### src/rtl/cozy_lsu_pkg.sv
// Shared definitions for the cozy load/store unit: RAM byte-write-enable codes,
// FSM state encodings and the latched request record.
package cozy_lsu_pkg;

  localparam logic [1:0] BWE_NONE = 2'b00;
  localparam logic [1:0] BWE_BYTE = 2'b01;
  localparam logic [1:0] BWE_WORD = 2'b11;

  typedef enum logic [2:0] {
    ST_IDLE = 3'd0,
    ST_ACC1 = 3'd1,
    ST_ACC2 = 3'd2,
    ST_RD1  = 3'd3,
    ST_RD2  = 3'd4
  } lsu_state_e;

  typedef struct packed {
    logic        write;
    logic        is_byte;
    logic        sgn;
    logic [15:0] wdata;
  } lsu_req_t;

endpackage

### src/rtl/cozy_lsu_extend.sv
// Byte-to-halfword extension for byte loads (zero or sign fill of bits [15:8]).
module cozy_lsu_extend (
  input  logic [7:0]  byte_in,
  input  logic        sign_en,
  output logic [15:0] data_out
);

  assign data_out = {{8{sign_en & byte_in[7]}}, byte_in};

endmodule

### src/rtl/cozy_lsu.sv
// Load/store unit in front of the 16-bit byte-addressed cozy_memory block RAM.
// Build option COZY_LSU_MISALIGN_EN splits misaligned words into two byte accesses.
module cozy_lsu
  import cozy_lsu_pkg::*;
#(
  parameter int AW = 16
) (
  input  logic          clk,
  input  logic          rst_n,
  input  logic          req_valid,
  output logic          req_ready,
  input  logic          req_write,
  input  logic          req_byte,
  input  logic          req_signed,
  input  logic [AW-1:0] req_addr,
  input  logic [15:0]   req_wdata,
  output logic          resp_valid,
  output logic [15:0]   resp_rdata,
  output logic          resp_err,
  output logic [AW-1:0] mem_addr,
  output logic [15:0]   mem_din,
  output logic [1:0]    mem_bwe,
  input  logic [15:0]   mem_dout
);

  lsu_state_e    state_q, state_d;
  lsu_req_t      req_q, req_d;
  logic [AW-1:0] addr_q, addr_d;
  logic          resp_valid_q, resp_valid_d;
  logic [15:0]   resp_rdata_q, resp_rdata_d;
  logic          resp_err_q, resp_err_d;
  logic [15:0]   ext_data;
`ifdef COZY_LSU_MISALIGN_EN
  logic [7:0]    lo_q, lo_d;
  logic          split_q;

  assign split_q = !req_q.is_byte && addr_q[0];
`endif

  cozy_lsu_extend u_extend (
    .byte_in  (mem_dout[7:0]),
    .sign_en  (req_q.sgn),
    .data_out (ext_data)
  );

  // NOTE: every always_comb output gets a default first so no path can leave it
  // unassigned and infer a latch.
  always_comb begin
    state_d      = state_q;
    req_d        = req_q;
    addr_d       = addr_q;
    resp_valid_d = 1'b0;
    resp_rdata_d = '0;
    resp_err_d   = 1'b0;
`ifdef COZY_LSU_MISALIGN_EN
    lo_d         = lo_q;
`endif
    case (state_q)
      ST_IDLE: begin
        if (req_valid) begin
          req_d  = '{write: req_write, is_byte: req_byte, sgn: req_signed, wdata: req_wdata};
          addr_d = req_addr;
`ifdef COZY_LSU_MISALIGN_EN
          state_d = ST_ACC1;
`else
          // Misaligned word is rejected on the accept edge without touching the RAM.
          if (!req_byte && req_addr[0]) begin
            resp_valid_d = 1'b1;
            resp_err_d   = 1'b1;
          end else begin
            state_d = ST_ACC1;
          end
`endif
        end
      end
      ST_ACC1: begin
`ifdef COZY_LSU_MISALIGN_EN
        if (split_q) begin
          state_d = ST_ACC2;
        end else
`endif
        if (req_q.write) begin
          resp_valid_d = 1'b1;
          state_d      = ST_IDLE;
        end else begin
          state_d = ST_RD1;
        end
      end
`ifdef COZY_LSU_MISALIGN_EN
      ST_ACC2: begin
        lo_d = mem_dout[7:0];
        if (req_q.write) begin
          resp_valid_d = 1'b1;
          state_d      = ST_IDLE;
        end else begin
          state_d = ST_RD2;
        end
      end
      ST_RD2: begin
        resp_valid_d = 1'b1;
        resp_rdata_d = {mem_dout[7:0], lo_q};
        state_d      = ST_IDLE;
      end
`endif
      ST_RD1: begin
        resp_valid_d = 1'b1;
        resp_rdata_d = req_q.is_byte ? ext_data : mem_dout;
        state_d      = ST_IDLE;
      end
      default: state_d = ST_IDLE;
    endcase
  end

  // NOTE: state flops use non-blocking assignments so every flop samples
  // pre-edge values regardless of statement order.
  always_ff @(posedge clk or negedge rst_n) begin
    if (!rst_n) begin
      state_q      <= ST_IDLE;
      req_q        <= '0;
      addr_q       <= '0;
      resp_valid_q <= 1'b0;
      resp_rdata_q <= '0;
      resp_err_q   <= 1'b0;
`ifdef COZY_LSU_MISALIGN_EN
      lo_q         <= '0;
`endif
    end else begin
      state_q      <= state_d;
      req_q        <= req_d;
      addr_q       <= addr_d;
      resp_valid_q <= resp_valid_d;
      resp_rdata_q <= resp_rdata_d;
      resp_err_q   <= resp_err_d;
`ifdef COZY_LSU_MISALIGN_EN
      lo_q         <= lo_d;
`endif
    end
  end

  // RAM controls decode from registered state only, so reset kills a write at once.
  always_comb begin
    mem_addr = addr_q;
    mem_bwe  = BWE_NONE;
    mem_din  = '0;
`ifdef COZY_LSU_MISALIGN_EN
    if (state_q == ST_ACC2) begin
      mem_addr = addr_q + AW'(1);
      if (req_q.write) begin
        mem_bwe = BWE_BYTE;
        mem_din = {8'h00, req_q.wdata[15:8]};
      end
    end
`endif
    if (state_q == ST_ACC1 && req_q.write) begin
      if (req_q.is_byte || addr_q[0]) begin
        mem_bwe = BWE_BYTE;
        mem_din = {8'h00, req_q.wdata[7:0]};
      end else begin
        mem_bwe = BWE_WORD;
        mem_din = req_q.wdata;
      end
    end
  end

  assign req_ready  = (state_q == ST_IDLE);
  assign resp_valid = resp_valid_q;
  assign resp_rdata = resp_rdata_q;
  assign resp_err   = resp_err_q;

endmodule

### config.mk
export PLATFORM = sky130hd
export DESIGN_NAME = cozy_lsu
export DESIGN_NICKNAME = d
export VERILOG_FILES = /design/src/rtl/cozy_lsu_pkg.sv /design/src/rtl/cozy_lsu_extend.sv /design/src/rtl/cozy_lsu.sv
export SDC_FILE = /design/constraint.sdc
export NUM_CORES = 1
export LEC_CHECK = 0
export ABC_AREA = 1
export CAP_MARGIN = 10
export CORE_ASPECT_RATIO = 0.6
export CORE_MARGIN = 5
export CORE_UTILIZATION = 44
export CTS_BUF_LIST = sky130_fd_sc_hd__clkbuf_16
export DETAILED_ROUTE_END_ITERATION = 12
export PLACE_DENSITY = 0.85
export SETUP_SLACK_MARGIN = 0.2
export SLEW_MARGIN = 20
export SYNTH_ARGS = -nofsm -noshare
export SYNTH_HDL_FRONTEND = slang
export SYNTH_SLANG_ARGS = --single-unit
### constraint.sdc
create_clock -name clk -period 2 [get_ports clk]
set_clock_uncertainty 0.2 [all_clocks]
set_input_delay 0.4 -clock clk [delete_from_list [all_inputs] [get_ports clk]]
set_output_delay 0.4 -clock clk [all_outputs]
set_load 0.03 [all_outputs]
==> results.tsv <==
stage	metric	value	unit
final_layout	share of cells above drive strength 1	0.183	
clocking	Sink Count	55	
logic_synthesis	Synth Register Bits	55	
logic_synthesis	Synth Warn #	0	
final_layout	Layout Nets	451	
worst_hold_path	Worst Hold Class	register to register	
sta	setup TNS	0	ps
power	combinational share of power	0.483	
detailed_routing	Via density	4.66	
clocking	Root Driver	clkbuf_16	
power	Seq pwr share	0.336	
final_layout	Final Core Density	0.745	
logic_synthesis	register area share after synthesis	0.598	
sta	Peak Freq	519	MHz
critical_path	slowest CP cell	dfrtp_2	
power	Net Sw Frac	0.426	
global_routing	vias in the first global route	2170	
critical_path	worst r2r src	state_q[1]$_DFFE_PN0P_	
place	DP Wirelength	4540	µm
critical_path	internal reg-to-reg setup slack	340	ps
final_layout	ant diodes	0	
clocking	Worst-path clk slew	70	ps
critical_path	critical path fanouts, max	5	
critical_path	Buffers & Inverters on Critical Path	1	
run	MaxCap Viol Count	0	
critical_path	WP data arrival	1330	ps
critical_path	Worst R2R End	req_q[17]$_DFFE_PN0P_	
global_routing	GRT Total Usage	0.202	
logic_synthesis	Post-Synthesis Cells	276	
sta	unrepaired setup endpoints after global routing	true	
floorplan	core area	5050	µm²
logic_synthesis	Yosys cell types	14	
detailed_routing	final WL	6480	µm
clocking	clock tree from TritonCTS	built	
floorplan	die area	6830	µm²
critical_path	Worst R2R Path Depth	8	
final_layout	Filler Cell Count	358	
logic_synthesis	syn_area_per_cell	8.34	µm²
logic_synthesis	post-synth top area cell	dfrtp_1	
power	Clock power frac	0.181	
logic_synthesis	Post-Syn Nets	330	
logic_synthesis	share of the synthesized area in the top cell type	0.598	
floorplan	Initial Utilization	0.455	
sta	Tmin final	1930	ps
power	switching pwr	2280	µW
clocking	Worst-Skew Late Latency	290	ps
global_routing	first-pass GRT wire length	10700	µm
critical_path	critical path required time	1400	ps
worst_hold_path	hold path startpoint	mem_addr[14]$_DFFE_PN0P_	
sta	final worst-path cycle share	0.963	
global_routing	largest net degree at the start of global routing	38	
clocking	clock buffer depth	2	
sta	Slew Viols, Final	0	
floorplan	# rows	20	
worst_hold_path	Hold Crit Depth	2	
detailed_routing	DRT antenna net count	0	
global_routing	Congestion Overflow GR	0	
clocking	CTS buffer count	5	
critical_path	CP max stage delay	460	ps
logic_synthesis	dominant cells by area after synthesis	dfrtp_1, nand2_1, nand3_1, nor2_1, inv_1	
clocking	htree depth	2	
detailed_routing	First-pass DRT Iterations	4	
power	VDD IR-drop max	651	µV
floorplan	Die Y	66.0	µm
detailed_routing	routed len/inst	14.0	µm
power	Lkg Pwr	0.00207	µW
global_routing	antenna violations before repair	0	
sta	Rel. slew slack	0.635	
critical_path	worst-path cell chain	nor2_4 > nand2_1 > nor2_2 > buf_6	
critical_path	endpoint type of the worst setup path	output pin	
critical_path	crit start category	register	
place	routability congestion estimate	0.799	
worst_hold_path	WHS Endpoint	mem_addr[14]$_DFFE_PN0P_	
sta	Worst Tran Pin Value	547	ps
final_layout	commonest cells after routing, fill and taps aside	nand2_1, dfrtp_1, clkdlybuf4s50_1	
floorplan	Die Wd	103	µm
detailed_routing	DR iter-0 viols	88	
detailed_routing	via count	2162	
final_layout	area grow syn2layout	63.5	%
floorplan	IO Pins	107	
power	Pwr Density	1420	nW/µm²
critical_path	Crit path max-delay family	flip-flops	
place	# port buffers	106	
detailed_routing	DRC	0	
sta	final setup fails	0	
power	P_int	3080	µW
status	status	completed	
critical_path	critical path class	register to output pin	
sta	Hold Fails Final Rpt	0	
logic_synthesis	synthesized area	2300	µm²
final_layout	most common cell after layout, fill and taps aside	nand2_1	
## cell families (layout without fill, tap and decap cells)
kind of cell	count (synthesis)	after routing	synth area share
AND/OR/NAND/NOR	176	177	0.315
flip-flops	55	55	0.598
buffers and inverters	44	165	0.0853
AO/OA/AOI/OAI	1	1	0.00217
## metrics by stage
stage | power, µW | instances | hold slack [ps] | setup slack [ps] | instance area (µm²)
5_1_grt | 5700 | 464 | 285 | 27.9 | 3760
3_3_place_gp | 4120 | 444 | 221 | 317 | 3420
6_report | 5350 | 464 | 268 | 73.8 | 3760
2_1_floorplan | 3250 | 276 | -95.6 | 89.8 | 2330
4_1_cts | 5290 | 461 | 275 | 83.4 | 3720
3_5_place_dp | 4180 | 444 | 227 | 272 | 3420
## worst register-to-register path, delay by kind of cell, from the launching register on
family	cells	cell delay, ps
buffers and inverters	4	630
flip-flops	1	400
AND/OR/NAND/NOR	4	320
## per-layer routing
layer | up-vias | share of wire | global-route usage
met5 | - | 0 | 0
met2 | 80 | 0.47 | 0.302
met1 | 1000 | 0.44 | 0.282
li1 | 1069 | - | -
met4 | 0 | 0.025 | 0.0743
met3 | 13 | 0.065 | 0.0506
## power by group through the flow
stage	registers (µW)	logic, µW	clock network, µW
2_1_floorplan	2170	1080	0
3_3_place_gp	1780	2330	0
3_5_place_dp	1790	2400	0
4_1_cts	1790	2510	991
5_1_grt	1840	2830	1030
6_report	1800	2590	969
## Yosys cell counts (all sizes together)
cell	number
o21ai	1
inv	31
nor2	35
dfrtp	55
nor2b	1
buf	13
nand3b	1
nand2	101
nand3	38
## state kept, by name (all words and copies together), names as in the netlist
| signal | flops |
|---|---|
| resp_rdata | 16 |
| mem_addr | 16 |
| resp_valid | 1 |
| state_q | 2 |
| resp_err | 1 |
| req_q | 19 |
## area by class of cell
type                    instances  area, µm²  share of cell area
multi-input cells             178        828               0.220
repair buffers                126       1190               0.316
flip-flops and latches         55       1380               0.366
clock inverters                 3       43.8              0.0116
well taps                      66       82.6              0.0219
inverters                      31        116              0.0309
clock buffers                   5        125              0.0332
## how the worst max path moves through the flow
stage                                  startpoint     endpoint  depth (start not counted)  slack (ps)
after floorplan            state_q[1]$_DFFE_PN0P_   mem_din[0]                          4          90
after global placement      req_q[17]$_DFFE_PN0P_   mem_bwe[1]                          3         320
after detailed placement    req_q[17]$_DFFE_PN0P_  mem_din[13]                          4         270
after CTS                 mem_addr[0]$_DFFE_PN0P_  mem_din[13]                          4          80
after global routing        req_q[17]$_DFFE_PN0P_  mem_din[13]                          4          30
final                       req_q[17]$_DFFE_PN0P_  mem_din[13]                          4          70
## timing repair
item / in CTS / in global routing
endpoints found under the setup margin: 52 / 20
cloned: 1 / 0
hold buffers: 1 / 0
setup buffers: 7 / 3
resized for setup: 65 / 9
pin swaps: 4 / 4
endpoints found under the hold margin: 55 / 0
Power figures use the tool's default switching activity.
==> RTL change (same flow settings) <==
Build with the macro `COZY_LSU_MISALIGN_EN` defined.
--- a/src/rtl/cozy_lsu.sv
+++ b/src/rtl/cozy_lsu.sv
@@ -2,2 +2,4 @@
 // Build option COZY_LSU_MISALIGN_EN splits misaligned words into two byte accesses.
+`define COZY_LSU_MISALIGN_EN
+
 module cozy_lsu
Behaviour: not the same (a bounded check fails within 4 cycles, from zero or initial values and one cycle with rst_n low).
==> RTL change against the unedited design <==
- the run now ends with setup timing left
- sequential share of layout area fell by 7.1 points
- setup slack got worse by 0.62 ns
- final area is 42% higher
- synthesized area grew 30%
- routed wire length increased by 92%
- first-iteration DRC count grew to 4.6 times the old value
- die area up 26%
- register-to-register slack worse by 0.31 ns
- sequential cell count grew 8
- total power rose by 75%
==> RTL change: results <==
export IMPL_status="finished, violations left"
export IMPL_violations="setup timing"
export IMPL_critPathArrivalTime_ns=1.94
export IMPL_diodes=0
export IMPL_r2r_start="state_q[1]$_DFFE_PN0P_"
export IMPL_synth_area_per_cell_um2=8.25
export IMPL_vdd_ir_drop_worst_mv=1.10
export IMPL_grt_pass1_vias=3512
export IMPL_synthArstFlopShare_pct=100
export IMPL_cts_buffers=9
export IMPL_ys_seq_area_share_pct=52.7
export IMPL_drt_pass1_iterations=5
export IMPL_r2r_end="addr_q[3]$_DFFE_PN0P_"
export IMPL_critical_path_top_delay_family="flip-flops"
export IMPL_io_buffers=105
export IMPL_hp_start="req_q[1]$_DFFE_PN0P_"
export IMPL_final_setup_worst_slack_ns=-0.542
export IMPL_synth_common_cells="nand2_1, dfrtp_1, nand3_1"
export IMPL_synth_ff_type="dfrtp_1"
export IMPL_grt_max_degree=49
export IMPL_viasPerCell=5.70
export IMPL_drive_gt1_share_pct=32.9
export IMPL_tns_ns=-11.37
export IMPL_synth_cell_types=26
export IMPL_ys_warn_count=0
export IMPL_rr_worst_depth=8
export IMPL_dp_cells=570
export IMPL_synth_area_leaders="dfrtp_1, nand2_1, nand3_1, o21ai_0, nor2_1"
export IMPL_final_cells=606
export IMPL_wirelength_um=12500
export IMPL_first_iter_violations=405
export IMPL_grt_pass1_wl_um=17800
export IMPL_crit_path_max_incr_delay_ns=0.48
export IMPL_pre_cts_slack_ns=-0.0302
export IMPL_startpoint="addr_q[2]$_DFFE_PN0P_"
export IMPL_r2r_slack_ns=0.03
export IMPL_critPathMaxFanout=4
export IMPL_clockRootBuffer="clkbuf_16"
export IMPL_cts_htree_levels=3
export IMPL_hold_path_class="flip-flop to flip-flop"
export IMPL_hold_slack_ns=0.275
export IMPL_clk_pin_slew_worst_paths_ns=0.05
export IMPL_n_fill_cell=383
export IMPL_dpl_instance_area_um2=4500
export IMPL_antenna_found_initial=0
export IMPL_hpwl_um=6940
export IMPL_regMostFlops="req_q"
export IMPL_power_leakage_nw=2.59
export IMPL_hold_violations=0
export IMPL_slowest_stage="dfrtp_1"
export IMPL_grt_usage_pct=27.8
export IMPL_critPathCapture="mem_addr[7]"
export IMPL_cts_max_path_buffers=2
export IMPL_gp_congestion=0.932
export IMPL_mappedNetlistNets=418
export IMPL_clock_latency_ns=0.34
export IMPL_largest_reg_flops=19
export IMPL_finalSetupViolCount=35
==> RTL change: cell types whose count changed in the layout (fill, tap and decap cells not counted), sizes merged, moves of 6 or more <==
cell / delta
o21ai: +32
dlygate4sd2: -16
dfrtp: +8
nand3: +9
buf: +46
a21oi: +16
o22ai: +8
xor2: +6
nand2: -13
xnor2: +6
==> RTL change: final cells by class <==
type                    count  area [um2]  area share [%]
clock inverters             7         145            2.71
flip-flops and latches     63        1580            29.5
clock buffers               9         225            4.21
well taps                  87         109            2.03
multi-input cells         254        1600            30.0
repair buffers            157        1580            29.5
inverters                  29         111            2.08
==> RTL change: power by group <==
group | internal (mW) | switching (mW) | leakage (nW)
Sequential | 1.80 | 0.433 | 0.782
Combinational | 2.11 | 3.10 | 1.64
Clock | 1.35 | 0.606 | 0.176
==> RTL change: worst min path at each step <==
stage	to	cells after the start
6_report	req_q[1]$_DFFE_PN0P_	2
5_1_grt	req_q[7]$_DFFE_PN0P_	2
4_1_cts	req_q[1]$_DFFE_PN0P_	2
3_5_place_dp	addr_q[5]$_DFFE_PN0P_	1
3_3_place_gp	addr_q[2]$_DFFE_PN0P_	1
2_1_floorplan	addr_q[0]$_DFFE_PN0P_	0
==> RTL change: metal layers <==
metal / global-route usage [%] / up-vias / wire length (um)
met2: 44.7 / 292 / 5730
met5: 0 / - / 0
met4: 11.7 / 0 / 589
met3: 10.1 / 67 / 1470
met1: 33.9 / 1618 / 4680
li1: - / 1477 / -
==> RTL change: cells by family after synthesis <==
family,Yosys count,synth area share (%)
AO/OA/AOI/OAI,57,9.86
XOR/XNOR,12,3.51
adder cells (fa/ha/maj),1,0.418
buffers and inverters,46,6.35
flip-flops,63,52.7
other,1,0.125
AND/OR/NAND/NOR,183,27.1
==> RTL change: tightest hold or removal path, stage by stage, from the launching register on <==
cell     delay (ns)
dfrtp_1        0.34
nand2_1        0.05
nand2_1        0.05
==> RTL change: repair_timing <==
action,CTS,global route
endpoints found under the setup margin,75,72
gates resized for setup,61,34
hold endpoints to repair,15,0
hold buffers,1,0
pin swaps,9,11
gates cloned,2,1
setup buffers,9,7
